`src/rtl/fifo_wrctl.sv`:
```
// Write-side controller of the dual-clock FIFO: RAM write port,
// Gray write-pointer publication and read-pointer synchronization.
module fifo_wrctl #(
  parameter int ADDRBIT = 9,
  parameter int WIDTH   = 32,
  parameter int AFULL   = 2**ADDRBIT - 4
) (
  input  logic               wrclk,
  input  logic               wrst_,
  input  logic               push,
  input  logic [WIDTH-1:0]   din,
  input  logic               ovf_clr,
  input  logic [ADDRBIT:0]   rptr_gray,
  output logic               full,
  output logic               afull,
  output logic [ADDRBIT:0]   level,
  output logic               ovf,
  output logic [ADDRBIT-1:0] wa,
  output logic               we,
  output logic [WIDTH-1:0]   di,
  output logic [ADDRBIT:0]   wptr_gray
);

  localparam logic [ADDRBIT:0] ONE = 1;
  localparam logic [ADDRBIT:0] DEPTH_P = ONE << ADDRBIT;
  localparam logic [ADDRBIT:0] AF = (ADDRBIT+1)'(AFULL);

  function automatic logic [ADDRBIT:0] g2b(input logic [ADDRBIT:0] g);
    logic [ADDRBIT:0] b;
    b[ADDRBIT] = g[ADDRBIT];
    for (int i = ADDRBIT - 1; i >= 0; i--)
      b[i] = b[i+1] ^ g[i];
    return b;
  endfunction

  logic [ADDRBIT:0] wbin;
  logic [ADDRBIT:0] wbin_nx;
  logic [ADDRBIT:0] rsync1;
  logic [ADDRBIT:0] rsync2;
  logic [ADDRBIT:0] rbin;
  logic [ADDRBIT:0] wg1;
  logic [ADDRBIT:0] level_nx;
  logic             accept;

  assign accept   = push & ~full;
  assign wbin_nx  = accept ? wbin + ONE : wbin;
  assign rbin     = g2b(rsync2);
  assign level_nx = wbin_nx - rbin;

  always_ff @(posedge wrclk or negedge wrst_) begin
    if (!wrst_) begin
      wbin   <= '0;
      rsync1 <= '0;
      rsync2 <= '0;
      level  <= '0;
      full   <= 1'b0;
      afull  <= 1'b0;
      ovf    <= 1'b0;
    end else begin
      wbin   <= wbin_nx;
      rsync1 <= rptr_gray;
      rsync2 <= rsync1;
      level  <= level_nx;
      full   <= level_nx == DEPTH_P;
      afull  <= level_nx >= AF;
      // a fresh overflow wins over a simultaneous clear
      ovf    <= (push & full) | (ovf & ~ovf_clr);
    end
  end

  always_ff @(posedge wrclk or negedge wrst_) begin
    if (!wrst_) begin
      wa <= '0;
      we <= 1'b0;
      di <= '0;
    end else begin
      we <= accept;
      if (accept) begin
        wa <= wbin[ADDRBIT-1:0];
        di <= din;
      end
    end
  end

  // two stages so the pointer trails the RAM commit
  always_ff @(posedge wrclk or negedge wrst_) begin
    if (!wrst_) begin
      wg1       <= '0;
      wptr_gray <= '0;
    end else begin
      wg1       <= wbin ^ (wbin >> 1);
      wptr_gray <= wg1;
    end
  end

endmodule
```
`config.mk`:
```
export PLATFORM = sky130hd
export DESIGN_NAME = fifo_wrctl
export DESIGN_NICKNAME = d
export VERILOG_FILES = /design/src/rtl/fifo_wrctl.sv
export SDC_FILE = /design/constraint.sdc
export NUM_CORES = 1
export LEC_CHECK = 0
export ABC_AREA = 1
export CAP_MARGIN = 10
export CORE_MARGIN = 2
export CORE_UTILIZATION = 29
export CTS_CLUSTER_DIAMETER = 80
export DETAILED_ROUTE_END_ITERATION = 8
export PLACE_DENSITY = 0.49
export RECOVER_POWER = 25
export SYNTH_ARGS = -nofsm -noshare
export SYNTH_HDL_FRONTEND = slang
export SYNTH_SLANG_ARGS = --single-unit
export TNS_END_PERCENT = 5
```
`constraint.sdc`:
```
create_clock -name wrclk -period 3.3 [get_ports wrclk]
set_input_delay 0.66 -clock wrclk [delete_from_list [all_inputs] [get_ports wrclk]]
set_output_delay 0.66 -clock wrclk [all_outputs]
set_load 0.1 [all_outputs]
```
==> results_dict.tcl <==
set metrics [dict create \
    status "finished, violations left" \
    violations "max-capacitance violations, max-slew violations" \
    synth_top_family_by_area "simple AND/OR/NAND/NOR gates" \
    regToRegSetupSlack_ns 0.06 \
    ys_async_sr_fraction_pct 100 \
    multi_input_area_um2 1550 \
    cellPowerDensity_nw_per_um2 1010 \
    tritoncts "done" \
    place_area_um2 5440 \
    synthTopCellsByArea "dfrtp_1 63%, nand2_1 13%, ha_1 5.1%" \
    rows 43 \
    drt_first_pass_iters 4 \
    die_h_um 124 \
    syn_area_um2 4150 \
    synth_seq_area_share_pct 63.3 \
    dr.first_iter.drc_count 146 \
    syn_avg_cell_area_um2 10.4 \
    setup_ws_ns 0.0603 \
    synthMuxAreaShare_pct 0 \
    die_x_um 124 \
    synth_most_common_cell "nand2_1" \
    worst-setup-path-type "flip-flop to flip-flop" \
    die_area_um2 15300 \
    area_delta_synth_final_pct 43.4 \
    synthFlopType "dfrtp_1" \
    clkLatencyLatePin_ns 0.35 \
    r2r_start "rsync2[9]$_DFF_PN0_" \
    worst_pin_slew_ns 2.08 \
    synthTopCellsByCount "143 x nand2_1, 105 x dfrtp_1, 33 x inv_1, 22 x nand3_1, 17 x ha_1" \
    grt_pass1_vias 3066 \
    grt_max_degree 86 \
    final_area_um2 5950 \
    dpl_worst_slack_ns -0.196 \
    synth-adder-area-share_pct 5.61 \
    root_buffer "clkbuf_16" \
    ir_drop_mv 0.320 \
    slew-limit-headroom_pct -38.6 \
    syn-num-nets 462 \
    synth.top_cell.area_share_pct 63.3 \
    rsz0062_at_grt "true" \
    grt_pass1_wl_um 14200 \
    grt_overflow 0 \
    coreArea_um2 13900 \
    htreeDepth 3 \
    period_needed_ns 3.24 \
    wl_per_cell_um 12.9 \
    cp.arrival_ns 3.52 \
    area.sequential_um2 2630 \
    antenna_cells 0 \
    hpwlAfterDp_um 6500 \
    final_core_util_pct 42.7 \
    ant_nets 0 \
    required_ns 3.58 \
    synth_compound_area_share_pct 2.89 \
    cts_buffer_depth 2 \
    setup_tns_ns 0 \
    initial_utilization_pct 29.8 \
    hold_violations 0 \
    antenna_found_initial 0 \
    cts_inserted_buffers 9 \
    fin_crit_sh_pct 98.2 \
    vias_per_cell 4.20 \
    maxCapViolations 1 \
    grtUsageTotal_pct 12.2 \
    synth_cells 398 \
    synth_edf_count 0 \
    gp_congestion 0.896 \
    maxSlewViolCount 86 \
    fmax_mhz 309 \
    vias 3023 \
    io_pins 111 \
    synth-xor-area-share_pct 4.04 \
    drcViolationCount 0 \
    min_from "rsync1[4]$_DFF_PN0_" \
    synth_largest_area_cell "dfrtp_1" \
    setup_viol 0 \
    endpoint_kind "flip-flop" \
    wirelength_um 9250 \
    ys_seq_elements 105 \
    synthSimpleGateAreaFrac_pct 20.1 \
    worstSetupStartpointType "flip-flop" \
    drive_gt1_share_pct 26.9 \
    io_buffer_count 110 \
    p_leak_nw 2.99 \
    hold_class "flip-flop to flip-flop" \
    yosysUniqueCellTypes 28 \
    skew_ns 0.00841 \
    nFillCells 1342 \
    critPathMaxFanout 4 \
    crit_start "rsync2[9]$_DFF_PN0_" \
    nets 598 \
    hold_buffers 0 \
    cts_num_sinks 105 \
    synth-warning-count 0 \
    clkTransAtPathRegs_ns 0.06 \
]
path summary, 6_finish.rpt:
check | end | cells after the start
max reg2reg | afull$_DFF_PN0_ | 25
max | afull$_DFF_PN0_ | 25
max in group asynchronous | rsync1[2]$_DFF_PN0_ | 1
min reg2reg | rsync2[4]$_DFF_PN0_ | 0
min in group asynchronous | di[1]$_DFFE_PN0P_ | 1
min | rsync2[4]$_DFF_PN0_ | 0
metrics by stage:
| step | hold WS, ns | cells | power [mW] |
|---|---|---|---|
| 2_1_floorplan | 0.331 | 398 | 4.08 |
| 3_3_place_gp | 0.332 | 701 | 4.94 |
| 3_5_place_dp | 0.335 | 701 | 4.94 |
| 4_1_cts | 0.349 | 717 | 6.05 |
| 5_1_grt | 0.356 | 719 | 6.37 |
| 6_report | 0.345 | 719 | 6.01 |
timing repair:
| action | 4_1_cts | 5_1_grt |
|---|---|---|
| buffers inserted | 0 | 2 |
| cloned | 0 | 0 |
| setup endpoints to repair | 2 | 5 |
| gates resized for setup | 3 | 36 |
| pin swaps | 2 | 9 |
| endpoints found under the hold margin | 0 | 0 |
power by group:
group          total (mW)  switching [mW]  internal [mW]
registers            1.80           0.167           1.63
clock network        1.05           0.460          0.594
logic                3.16            2.35          0.809
cells in the final DEF, fill, tap and decap left out, types with 2 or more instances in the layout:
master,count
nand2_1,135
dfrtp_1,105
buf_4,89
clkdlybuf4s50_1,33
inv_1,32
ha_1,16
xor2_1,13
nand3_4,11
nand3_1,11
dlygate4sd3_1,11
o21ai_0,10
clkbuf_16,9
nand2_2,8
a21oi_1,8
nand3_2,7
nor2_1,7
inv_2,3
nand2_4,3
nor3_1,3
nor2_4,2
nand4_1,2
clkinv_4,2
clkbuf_1,2
flip-flops by register name (all words and copies together) (netlist names):
name / count
wg1: 10
wa: 9
ovf: 1
di: 32
level: 10
full: 1
rsync1: 10
afull: 1
wbin: 10
wptr_gray: 10
we: 1
rsync2: 10
final cells by class:
| class | instances | area share, % |
|---|---|---|
| clock buffers | 11 | 3.91 |
| clock inverters | 5 | 1.07 |
| inverters | 36 | 2.27 |
| multi-input cells | 248 | 26.1 |
| flip-flops and latches | 105 | 44.2 |
| well taps | 180 | 3.78 |
| repair buffers | 134 | 18.7 |
worst max-delay path: stages (launching register included):
cell     delay [ns]
dfrtp_1        0.42
inv_2          0.08
nand2_1        0.06
nand3_2        0.10
nand2_2        0.09
nand2_2        0.11
nand3_4        0.11
nand2_4        0.12
nand2_4        0.08
nand3_4        0.07
nand3_4        0.09
nand2_2        0.09
nand2_2        0.06
nand3_2        0.06
nand2_2        0.08
ha_4           0.17
fa_2           0.37
o21ai_2        0.19
a21oi_1        0.09
nor2_1         0.09
nor2_1         0.05
xor2_1         0.23
nand3_1        0.11
nor2_1         0.11
nand3_1        0.08
nand2_1        0.06
layer usage:
| metal | up-vias | wire, µm | track usage [%] |
|---|---|---|---|
| met5 | - | 0 | 0 |
| met4 | 0 | 134 | 3.69 |
| met3 | 12 | 657 | 4.76 |
| li1 | 1521 | - | - |
| met2 | 89 | 4390 | 20.3 |
| met1 | 1401 | 4060 | 14.5 |
kinds of logic (layout without fill, tap and decap cells):
| group | after synthesis | after routing |
|---|---|---|
| AO/OA/AOI/OAI | 22 | 22 |
| XOR/XNOR | 17 | 17 |
| adder cells (fa/ha/maj) | 18 | 18 |
| buffers and inverters | 45 | 186 |
| flip-flops | 105 | 105 |
| AND/OR/NAND/NOR | 191 | 191 |
Power figures use the tool's default switching activity.
